## src/rtl/instr_fetch_unit_pkg.sv

```systemverilog
// Shared fetch-stage definitions: word size, NOP encoding, FSM states, FIFO entry layout.
package instr_fetch_unit_pkg;

    localparam int          XLEN   = 32;
    localparam logic [31:0] RV_NOP = 32'h0000_0013;

    typedef enum logic {
        FETCH_ST_FETCH = 1'b0,
        FETCH_ST_FAULT = 1'b1
    } fetch_state_e;

    typedef struct packed {
        logic [XLEN-1:0] pc;
        logic [XLEN-1:0] instr;
    } fetch_entry_t;

    function automatic logic [XLEN-1:0] align_pc(input logic [XLEN-1:0] pc);
        return {pc[XLEN-1:2], 2'b00};
    endfunction

endpackage

```

## src/rtl/instr_fetch_unit_fetch_fifo.sv

```systemverilog
// Synchronous FIFO between fetch and decode; flush clears pointers and count in one cycle.
module fetch_fifo #(
    parameter int WIDTH = 64,
    parameter int DEPTH = 2
) (
    input  logic             clk,
    input  logic             rst,
    input  logic             push,
    input  logic             pop,
    input  logic             flush,
    input  logic [WIDTH-1:0] din,
    output logic             full,
    output logic             empty,
    output logic [WIDTH-1:0] head
);

    localparam int            AW      = $clog2(DEPTH);
    localparam logic [AW:0]   DEPTH_C = (AW + 1)'(DEPTH);

    logic [WIDTH-1:0] mem [DEPTH];
    logic [AW-1:0]    wr_ptr;
    logic [AW-1:0]    rd_ptr;
    logic [AW:0]      count;

    // Pointers are AW bits wide, so they wrap modulo DEPTH on their own.
    always_ff @(posedge clk) begin
        if (rst || flush) begin
            wr_ptr <= '0;
            rd_ptr <= '0;
            count  <= '0;
        end else begin
            if (push)
                wr_ptr <= wr_ptr + AW'(1);
            if (pop)
                rd_ptr <= rd_ptr + AW'(1);
            case ({push, pop})
                2'b10:   count <= count + (AW + 1)'(1);
                2'b01:   count <= count - (AW + 1)'(1);
                default: count <= count;
            endcase
        end
    end

    always_ff @(posedge clk) begin
        if (push && !flush)
            mem[wr_ptr] <= din;
    end

    assign full  = (count == DEPTH_C);
    assign empty = (count == '0);
    assign head  = mem[rd_ptr];

endmodule

```

## src/rtl/instr_fetch_unit.sv

```systemverilog
// IF stage: fetch PC, FSM, push/redirect control; buffers {pc, instr} pairs for decode.
// Optional misaligned-redirect trap enabled by defining FETCH_MISALIGN_TRAP_EN.
module instr_fetch_unit
    import instr_fetch_unit_pkg::*;
#(
    parameter logic [XLEN-1:0] RESET_PC   = 32'h0000_0000,
    parameter int              FIFO_DEPTH = 2
) (
    input  logic            clk,
    input  logic            rst,
    output logic [XLEN-1:0] imem_addr,
    input  logic [XLEN-1:0] imem_instr,
    input  logic            redirect_valid,
    input  logic [XLEN-1:0] redirect_pc,
    output logic            if_valid,
    input  logic            if_ready,
    output logic [XLEN-1:0] if_instr,
    output logic [XLEN-1:0] if_pc,
    output logic            fetch_fault,
    output logic [XLEN-1:0] fetch_fault_pc
);

    logic [XLEN-1:0] fetch_pc;
    fetch_state_e    state;
    fetch_entry_t    head;
    fetch_entry_t    tail_entry;
    logic            full;
    logic            empty;
    logic            push;
    logic            pop;

    assign pop  = if_valid & if_ready;
    assign push = (state == FETCH_ST_FETCH) & ~redirect_valid & (~full | pop);

    // Reset value is forced onto the ROM address while rst is held so the bus is defined early.
    assign imem_addr = rst ? RESET_PC : fetch_pc;

    assign tail_entry.pc    = fetch_pc;
    assign tail_entry.instr = imem_instr;

`ifdef FETCH_MISALIGN_TRAP_EN
    logic            fault_q;
    logic [XLEN-1:0] fault_pc_q;
    logic            misaligned;

    assign misaligned = (redirect_pc[1:0] != 2'b00);

    always_ff @(posedge clk) begin
        if (rst) begin
            fetch_pc   <= RESET_PC;
            state      <= FETCH_ST_FETCH;
            fault_q    <= 1'b0;
            fault_pc_q <= '0;
        end else if (redirect_valid) begin
            fetch_pc <= align_pc(redirect_pc);
            if (misaligned) begin
                state      <= FETCH_ST_FAULT;
                fault_q    <= 1'b1;
                fault_pc_q <= redirect_pc;
            end else begin
                state <= FETCH_ST_FETCH;
            end
        end else if (push) begin
            fetch_pc <= fetch_pc + XLEN'(4);
        end
    end

    assign fetch_fault    = fault_q;
    assign fetch_fault_pc = fault_pc_q;
`else
    always_ff @(posedge clk) begin
        if (rst) begin
            fetch_pc <= RESET_PC;
            state    <= FETCH_ST_FETCH;
        end else if (redirect_valid) begin
            fetch_pc <= align_pc(redirect_pc);
            state    <= FETCH_ST_FETCH;
        end else if (push) begin
            fetch_pc <= fetch_pc + XLEN'(4);
        end
    end

    assign fetch_fault    = 1'b0;
    assign fetch_fault_pc = '0;
`endif

    fetch_fifo #(
        .WIDTH ($bits(fetch_entry_t)),
        .DEPTH (FIFO_DEPTH)
    ) u_fifo (
        .clk   (clk),
        .rst   (rst),
        .push  (push),
        .pop   (pop),
        .flush (redirect_valid),
        .din   (tail_entry),
        .full  (full),
        .empty (empty),
        .head  (head)
    );

    // Head is registered storage; only the empty-mux is combinational.
    assign if_valid = ~empty;
    assign if_instr = empty ? RV_NOP : head.instr;
    assign if_pc    = empty ? '0     : head.pc;

endmodule

```

## config.mk

```make
export PLATFORM = sky130hd
export DESIGN_NAME = instr_fetch_unit
export DESIGN_NICKNAME = d
export VERILOG_FILES = /design/src/rtl/instr_fetch_unit_pkg.sv /design/src/rtl/instr_fetch_unit_fetch_fifo.sv /design/src/rtl/instr_fetch_unit.sv
export SDC_FILE = /design/constraint.sdc
export NUM_CORES = 1
export LEC_CHECK = 0
export BUFFER_PORTS_ARGS = -buffer_cell sky130_fd_sc_hd__buf_4
export CAP_MARGIN = 20
export CORE_UTILIZATION = 50
export CTS_BUF_LIST = sky130_fd_sc_hd__clkbuf_16
export CTS_CLUSTER_DIAMETER = 100
export DETAILED_ROUTE_END_ITERATION = 8
export GPL_TIMING_DRIVEN = 0
export PLACE_DENSITY = 0.77
export SLEW_MARGIN = 20
export SYNTH_ARGS = -nofsm -noshare
export SYNTH_HDL_FRONTEND = slang
export SYNTH_SLANG_ARGS = --single-unit
```

## constraint.sdc

```tcl
create_clock -name clk -period 5.3 [get_ports clk]
set_clock_uncertainty 0.2 [all_clocks]
set_input_delay 0.265 -clock clk [delete_from_list [all_inputs] [get_ports clk]]
set_output_delay 0.265 -clock clk [all_outputs]
set_load 0.02 [all_outputs]
```

; Yosys cells after proc, flatten, opt, wreduce, memory -nomap -nowiden
; Memory sizes are Yosys's and may differ from the RTL's. A register that Yosys moved wholly into a read port is not among the register bits.
; Cells that the tools add are included.
[word_totals]
mem_bits_rw = 128
in_bits = 68
register_bits = 36
memories = 1
output_inout_bits = 130
wordCells = 37
[memory_table]
columns = memory, depth, width, read_ports, rd_clocked_by_memory_dff, wr, line
row1 = u_fifo.mem, 2, 64, 1, 1, 1, instr_fetch_unit_fetch_fifo.sv:20  ; logic [WIDTH-1:0] mem [DEPTH];
[op_classes]
bitwise_logic = 6
n_eq_ne = 3
add_sub_neg = 5
n_reduce_logical = 7
n_mux = 10
[ops]
columns = cell, count
row1 = 2-to-1 mux 32 bit, 5
row2 = "adder 32 x 3 -> 32 bit, second input constant", 1
row3 = "== test 2 bit, second input constant", 2
row4 = 2-to-1 mux 1 bit, 4
row5 = case mux 2 bit (2 select lines), 1
row6 = nonzero test 2 bit, 2
row7 = inverter 1 bit, 3
row8 = "adder 1 bit, second input constant", 2
row9 = "adder 2 x 1 -> 2 bit, second input constant", 1
row10 = AND 1 bit, 2
row11 = "== test 2 x 1 -> 1 bit, second input constant", 1
row12 = logical NOT 2 bit, 1
row13 = OR reduction 2 bit, 1
row14 = "subtractor 2 x 1 -> 2 bit, second input constant", 1
row15 = logical AND 1 bit, 1
row16 = logical NOT 1 bit, 1
row17 = logical OR 1 bit, 1
row18 = bitwise OR 1 bit, 1

; Depth between registers and ports, before layout
[logic_depth]
word_depth = 8
ltp_mapped = 8
ltp_nobuf = 8

; Modules after synthesis
; A second synthesis with hierarchy kept.
[unflattened]
hier_cells = 585
hier_area_um2 = 7512.2
[by_module_without_submodules]
columns = module, n_inst, seq_area_each_um2, cells_each, area_per_inst_um2
row1 = fetch_fifo, 1, 3943.8, 221, 4814.6
row2 = instr_fetch_unit, 1, 600.6, 364, 2697.6

; Least setup slack after synthesis
; OpenSTA, ideal clock, no wires.
[synth_path]
path_kind = reg-to-reg
start = register u_fifo.count[0]
end = memory u_fifo.mem[0][0] (enable)
path_stages_with_launch = 5
setup_ns = 0.482
setup_slack_ns = 1.221
n_path_buf = 1
t_arrival_ns = 3.397
synth_period_minus_slack_ns = 4.079
required_ns = 4.618
path_cell_list = dfxtp_1 -> or3b_1 -> buf_2 -> nand2_1 -> nor2_1
[synth_between]
elab_chain_len = 8
word_cells_on_any_way = 10
cone_classes = eq/ne: 1 / mux: 2 / bitwise: 5 / reduce/logical: 2
[synth_rtl]
columns = item, line
row1 = from (decl), instr_fetch_unit_fetch_fifo.sv:23  ; logic [AW:0] count;
row2 = from (signal assigned), instr_fetch_unit_fetch_fifo.sv:37  ; 2'b10: count <= count + (AW + 1)'(1);
row3 = from (signal assigned), instr_fetch_unit_fetch_fifo.sv:38  ; 2'b01: count <= count - (AW + 1)'(1);
row4 = from (signal assigned), instr_fetch_unit_fetch_fifo.sv:39  ; default: count <= count;
row5 = logical NOT 2 bit, instr_fetch_unit_fetch_fifo.sv:50  ; assign empty = (count == '0);
row6 = inverter 1 bit, instr_fetch_unit.sv:103  ; assign if_valid = ~empty;
row7 = AND 1 bit, instr_fetch_unit.sv:32  ; assign pop = if_valid & if_ready;
row8 = bitwise OR 1 bit (*), instr_fetch_unit.sv:33  ; assign push = (state == FETCH_ST_FETCH) & ~redirect_valid & (~full | pop);
row9 = AND 1 bit (*), instr_fetch_unit.sv:33
row10 = logical AND 1 bit (*), instr_fetch_unit_fetch_fifo.sv:45  ; if (push && !flush)
row11 = 2-to-1 mux 1 bit (*), instr_fetch_unit_fetch_fifo.sv:45
row12 = 2-to-1 mux 1 bit (implied by the code) (*), instr_fetch_unit_fetch_fifo.sv:46  ; mem[wr_ptr] <= din;
row13 = to (decl), instr_fetch_unit_fetch_fifo.sv:20
; Mark *: on every way between the ends. The rest lies on a longest branch, timed or not.

; Worst setup path after layout
[layout_path]
start = register u_fifo.count[0]
end = output port if_pc[22]
[layout_between]
elab_chain_len = 2
[layout_rtl]
columns = item, line
row1 = logical NOT 2 bit, instr_fetch_unit_fetch_fifo.sv:50
row2 = 2-to-1 mux 32 bit, instr_fetch_unit.sv:105  ; assign if_pc = empty ? '0 : head.pc;
row3 = to (decl), instr_fetch_unit.sv:18  ; output logic [XLEN-1:0] if_pc,
; Every way passes these cells.

==> metrics.log <==
INFO  metric routed-via-count = 5155
INFO  metric sequential_element_share_of_the_synthesized_area = 0.6317
INFO  metric cts_num_sinks = 159
INFO  metric final_core_utilization = 0.7261
INFO  metric post_synth_inst_count = 565
INFO  metric synth.yosys.warnings = 0
INFO  metric drc = 0
INFO  metric setup.worst_path.start_class = flop
INFO  metric initialDrtViolationCount = 364
INFO  metric synthDominantCellAreaShare = 0.5316
INFO  metric holdCritPathClass = in -> reg
INFO  metric crit_path_cell_trace = nor2_1 -> clkbuf_1 -> buf_1 -> nor2_1 -> buf_4
INFO  metric worst_setup_path_startpoint = u_fifo.count[0]
INFO  metric synth-edff-count = 124
INFO  metric timing.setup.tns = 0 ps
INFO  metric worst_slew_pin_slew = 747.2 ps
INFO  metric cts_tree = done
INFO  metric hpwl = around 11 mm
INFO  metric gp_congestion = 0.8725
INFO  metric rows = 42
INFO  metric grt-ovfl-total = 0
INFO  metric placement.io_buffers = 157
INFO  metric critPathCaptureType = primary output
INFO  metric final.fill_count = 915
INFO  metric wire_length_after_detailed_routing = 16.62 mm
INFO  metric mostFrequentLayoutCell = sky130_fd_sc_hd__buf_4
INFO  metric top_library_cells_by_usage_in_the_layout_fill_and_taps_aside = sky130_fd_sc_hd__buf_4 (195), sky130_fd_sc_hd__edfxtp_1 (124), sky130_fd_sc_hd__nor2_1 (95)
INFO  metric viasPerCell = 5.005
INFO  metric syn_area_per_cell = 12.40 µm²
INFO  metric hold_viol_final = 0
INFO  metric critPathSlowestCell = sky130_fd_sc_hd__clkbuf_1
INFO  metric ys_dominant_reg_cell = sky130_fd_sc_hd__edfxtp_1
INFO  metric worstSetupPathType = reg -> out
INFO  metric drt_pre_antenna_iters = 5
INFO  metric vdd_drop_max = 0.2043 mV
INFO  metric grt_max_degree = 43
INFO  metric clock_tree.buffer_depth = 2
INFO  metric synth_top_cell_by_area = sky130_fd_sc_hd__edfxtp_1
INFO  metric post_cts_setup_inserts = 0
INFO  metric layout_worst_path_cycle_share = 0.5410
INFO  metric post_synth_num_cell_types = 42
INFO  metric cp_data_arrival_time = 2400 ps
INFO  metric postSynth.asyncResetShare = 0
INFO  metric timing.slew.headroom = 0.5019
INFO  metric antenna_cells_inserted = 0
INFO  metric grt_pass1_wl = around 26 mm
INFO  metric start_util = 0.5206
INFO  metric ys_seq_elements = 159
INFO  metric synth.cell_area = 7004 µm²
INFO  metric die_w = 120.4 µm
INFO  metric layout-drive-gt1-share = 0.2717
INFO  metric clock_transition_time_at_the_flip_flop_clock_pins_of_the_worst_setup_and_hold_paths = 60 ps
INFO  metric drt-wirelength-per-cell = 16.13 µm
INFO  metric synth_area_leaders = sky130_fd_sc_hd__edfxtp_1 (53%), sky130_fd_sc_hd__dfxtp_1 (10%), sky130_fd_sc_hd__mux2i_1 (9.1%)
INFO  metric cts_buffers = 17
INFO  metric grt_setup_unrepaired = false
INFO  metric cp_most_frequent_cell = sky130_fd_sc_hd__nor2_1
INFO  metric height_of_the_die = 120.4 µm
INFO  metric worstSkewPairLatency = 420 ps
INFO  metric slowest_delay = 470 ps
INFO  metric rr_worst_depth = 6
INFO  metric critPathMaxFanout = 10
INFO  metric nets = 911
INFO  metric core_area = 13450 µm²
INFO  metric report.final.setup_viol = 0
INFO  metric clock_tree.root_cell = sky130_fd_sc_hd__clkbuf_16
INFO  metric synth_to_layout_area_growth = 39.46%
INFO  metric slew_viol_final = 0
INFO  metric reg2reg_from = u_fifo.count[0]
INFO  metric grt_antenna_before_repair = 0
INFO  metric max-cap-violations = 0
INFO  metric die-area = 14490 µm²
INFO  metric power-per-cell-area = 302.3 nW/µm²
INFO  metric max_freq = 348.8 MHz
INFO  metric timing.critical_path.to = if_pc[22]
INFO  metric cp_data_required_time = 4840 ps
INFO  metric leakage = 3.776 nW
INFO  metric timing.final.crit_period = about 2900 ps
INFO  metric number_of_global_route_vias_before_repair = 5149
INFO  metric pin_count = 198
INFO  metric status = finished clean
INFO  metric cts_htree_levels = 4
INFO  metric grt_usage = 0.2364
INFO  metric drt.antenna.violating_nets = 0
INFO  metric crit-reg2reg-capture = u_fifo.mem[0][16]
INFO  metric rrSetupSlack = 2740 ps
## logic make-up after synthesis
logic type,count (synthesis),synth area share
buffers and inverters,72,0.05913
adder cells (fa/ha/maj),2,0.003572
AO/OA/AOI/OAI,37,0.03823
XOR/XNOR,29,0.03626
other,1,0.0005354
AND/OR/NAND/NOR,201,0.1392
multiplexers,64,0.09146
flip-flops,159,0.6317
## power by group
group          switching [mW]  leakage (nW)  internal [mW]
sequential             0.0438          1.47           1.42
combinational           0.216          2.05          0.186
clock                   0.456         0.255          0.631
## worst max-delay path, delay by kind of cell, from the launching register on
kind	cells	cell delay [ps]
buffers and inverters	3	1040
AND/OR/NAND/NOR	2	570
flip-flops	1	370
## routing by layer
layer | vias up | GRT usage | routed length [µm]
met4 | 0 | 0.08642 | 233
met1 | 2423 | 0.2973 | 7005
met2 | 210 | 0.4023 | 8304
met3 | 20 | 0.05000 | 1075
li1 | 2502 | - | -
met5 | - | 0 | 0
## cells in the mapped netlist, drive strengths merged, types with 2 or more instances
master and number:
nor2 96, a21oi 5, dfxtp 35, o21ai 3, inv 6, nand2 21
a311oi 5, o21a 2, nand3 12, or4 2, mux2i 64, xor2 6
xnor2 23, a21o 2, and3 5, clkbuf 19, and4 4, nor3 7
edfxtp 124, nor2b 26, ha 2, and2 5, buf 46, nor4 7
nand4 8, a211oi 18, or3 3
## registers in the layout, summed over array words and instances, names as in the netlist, named ones only
| register | cells |
|---|---|
| u_fifo.mem | 124 |
| fetch_pc | 30 |
| u_fifo.count | 2 |
| u_fifo.rd_ptr | 1 |
| u_fifo.wr_ptr | 1 |
## through the flow
stage | hold slack (ps) | area (µm²) | total power [mW] | instances | setup slack, ps
after floorplan | 163.9 | 7139 | 1.692 | 601 | 1221
after global placement | 251.4 | 8538 | 1.833 | 934 | -211.0
after detailed placement | 252.5 | 8626 | 1.849 | 937 | 2758
after CTS | 23.71 | 9768 | 2.962 | 1030 | 2415
after global routing | 51.91 | 9768 | 3.052 | 1030 | 2247
final | 55.76 | 9768 | 2.953 | 1030 | 2433
## how the worst min path moves through the flow
stage	depth (start not counted)	to	slack, ps	from
finish	4	fetch_pc[9]	60	redirect_pc[9]
global route	4	fetch_pc[9]	50	redirect_pc[9]
CTS	4	fetch_pc[9]	20	redirect_pc[9]
detailed placement	1	u_fifo.mem[1][6]	250	imem_instr[6]
global placement	1	u_fifo.mem[0][9]	250	imem_instr[9]
floorplan	0	u_fifo.mem[0][0]	160	imem_instr[0]
## cell type report
cell class	count	area, µm²	area share
well taps	176	220.2	0.02254
clock buffers	17	425.4	0.04355
flip-flops and latches	159	4424	0.4529
clock inverters	15	106.4	0.01089
plain buffers	65	387.9	0.03971
multi-input cells	370	2313	0.2368
inverters	7	26.28	0.002690
repair buffers	221	1864	0.1909
## what timing repair did
item,4_1_cts,5_1_grt
endpoints found under the hold margin,93,0
gates resized for setup,0,0
hold buffers,61,0
(Power assumes the default switching activity.)
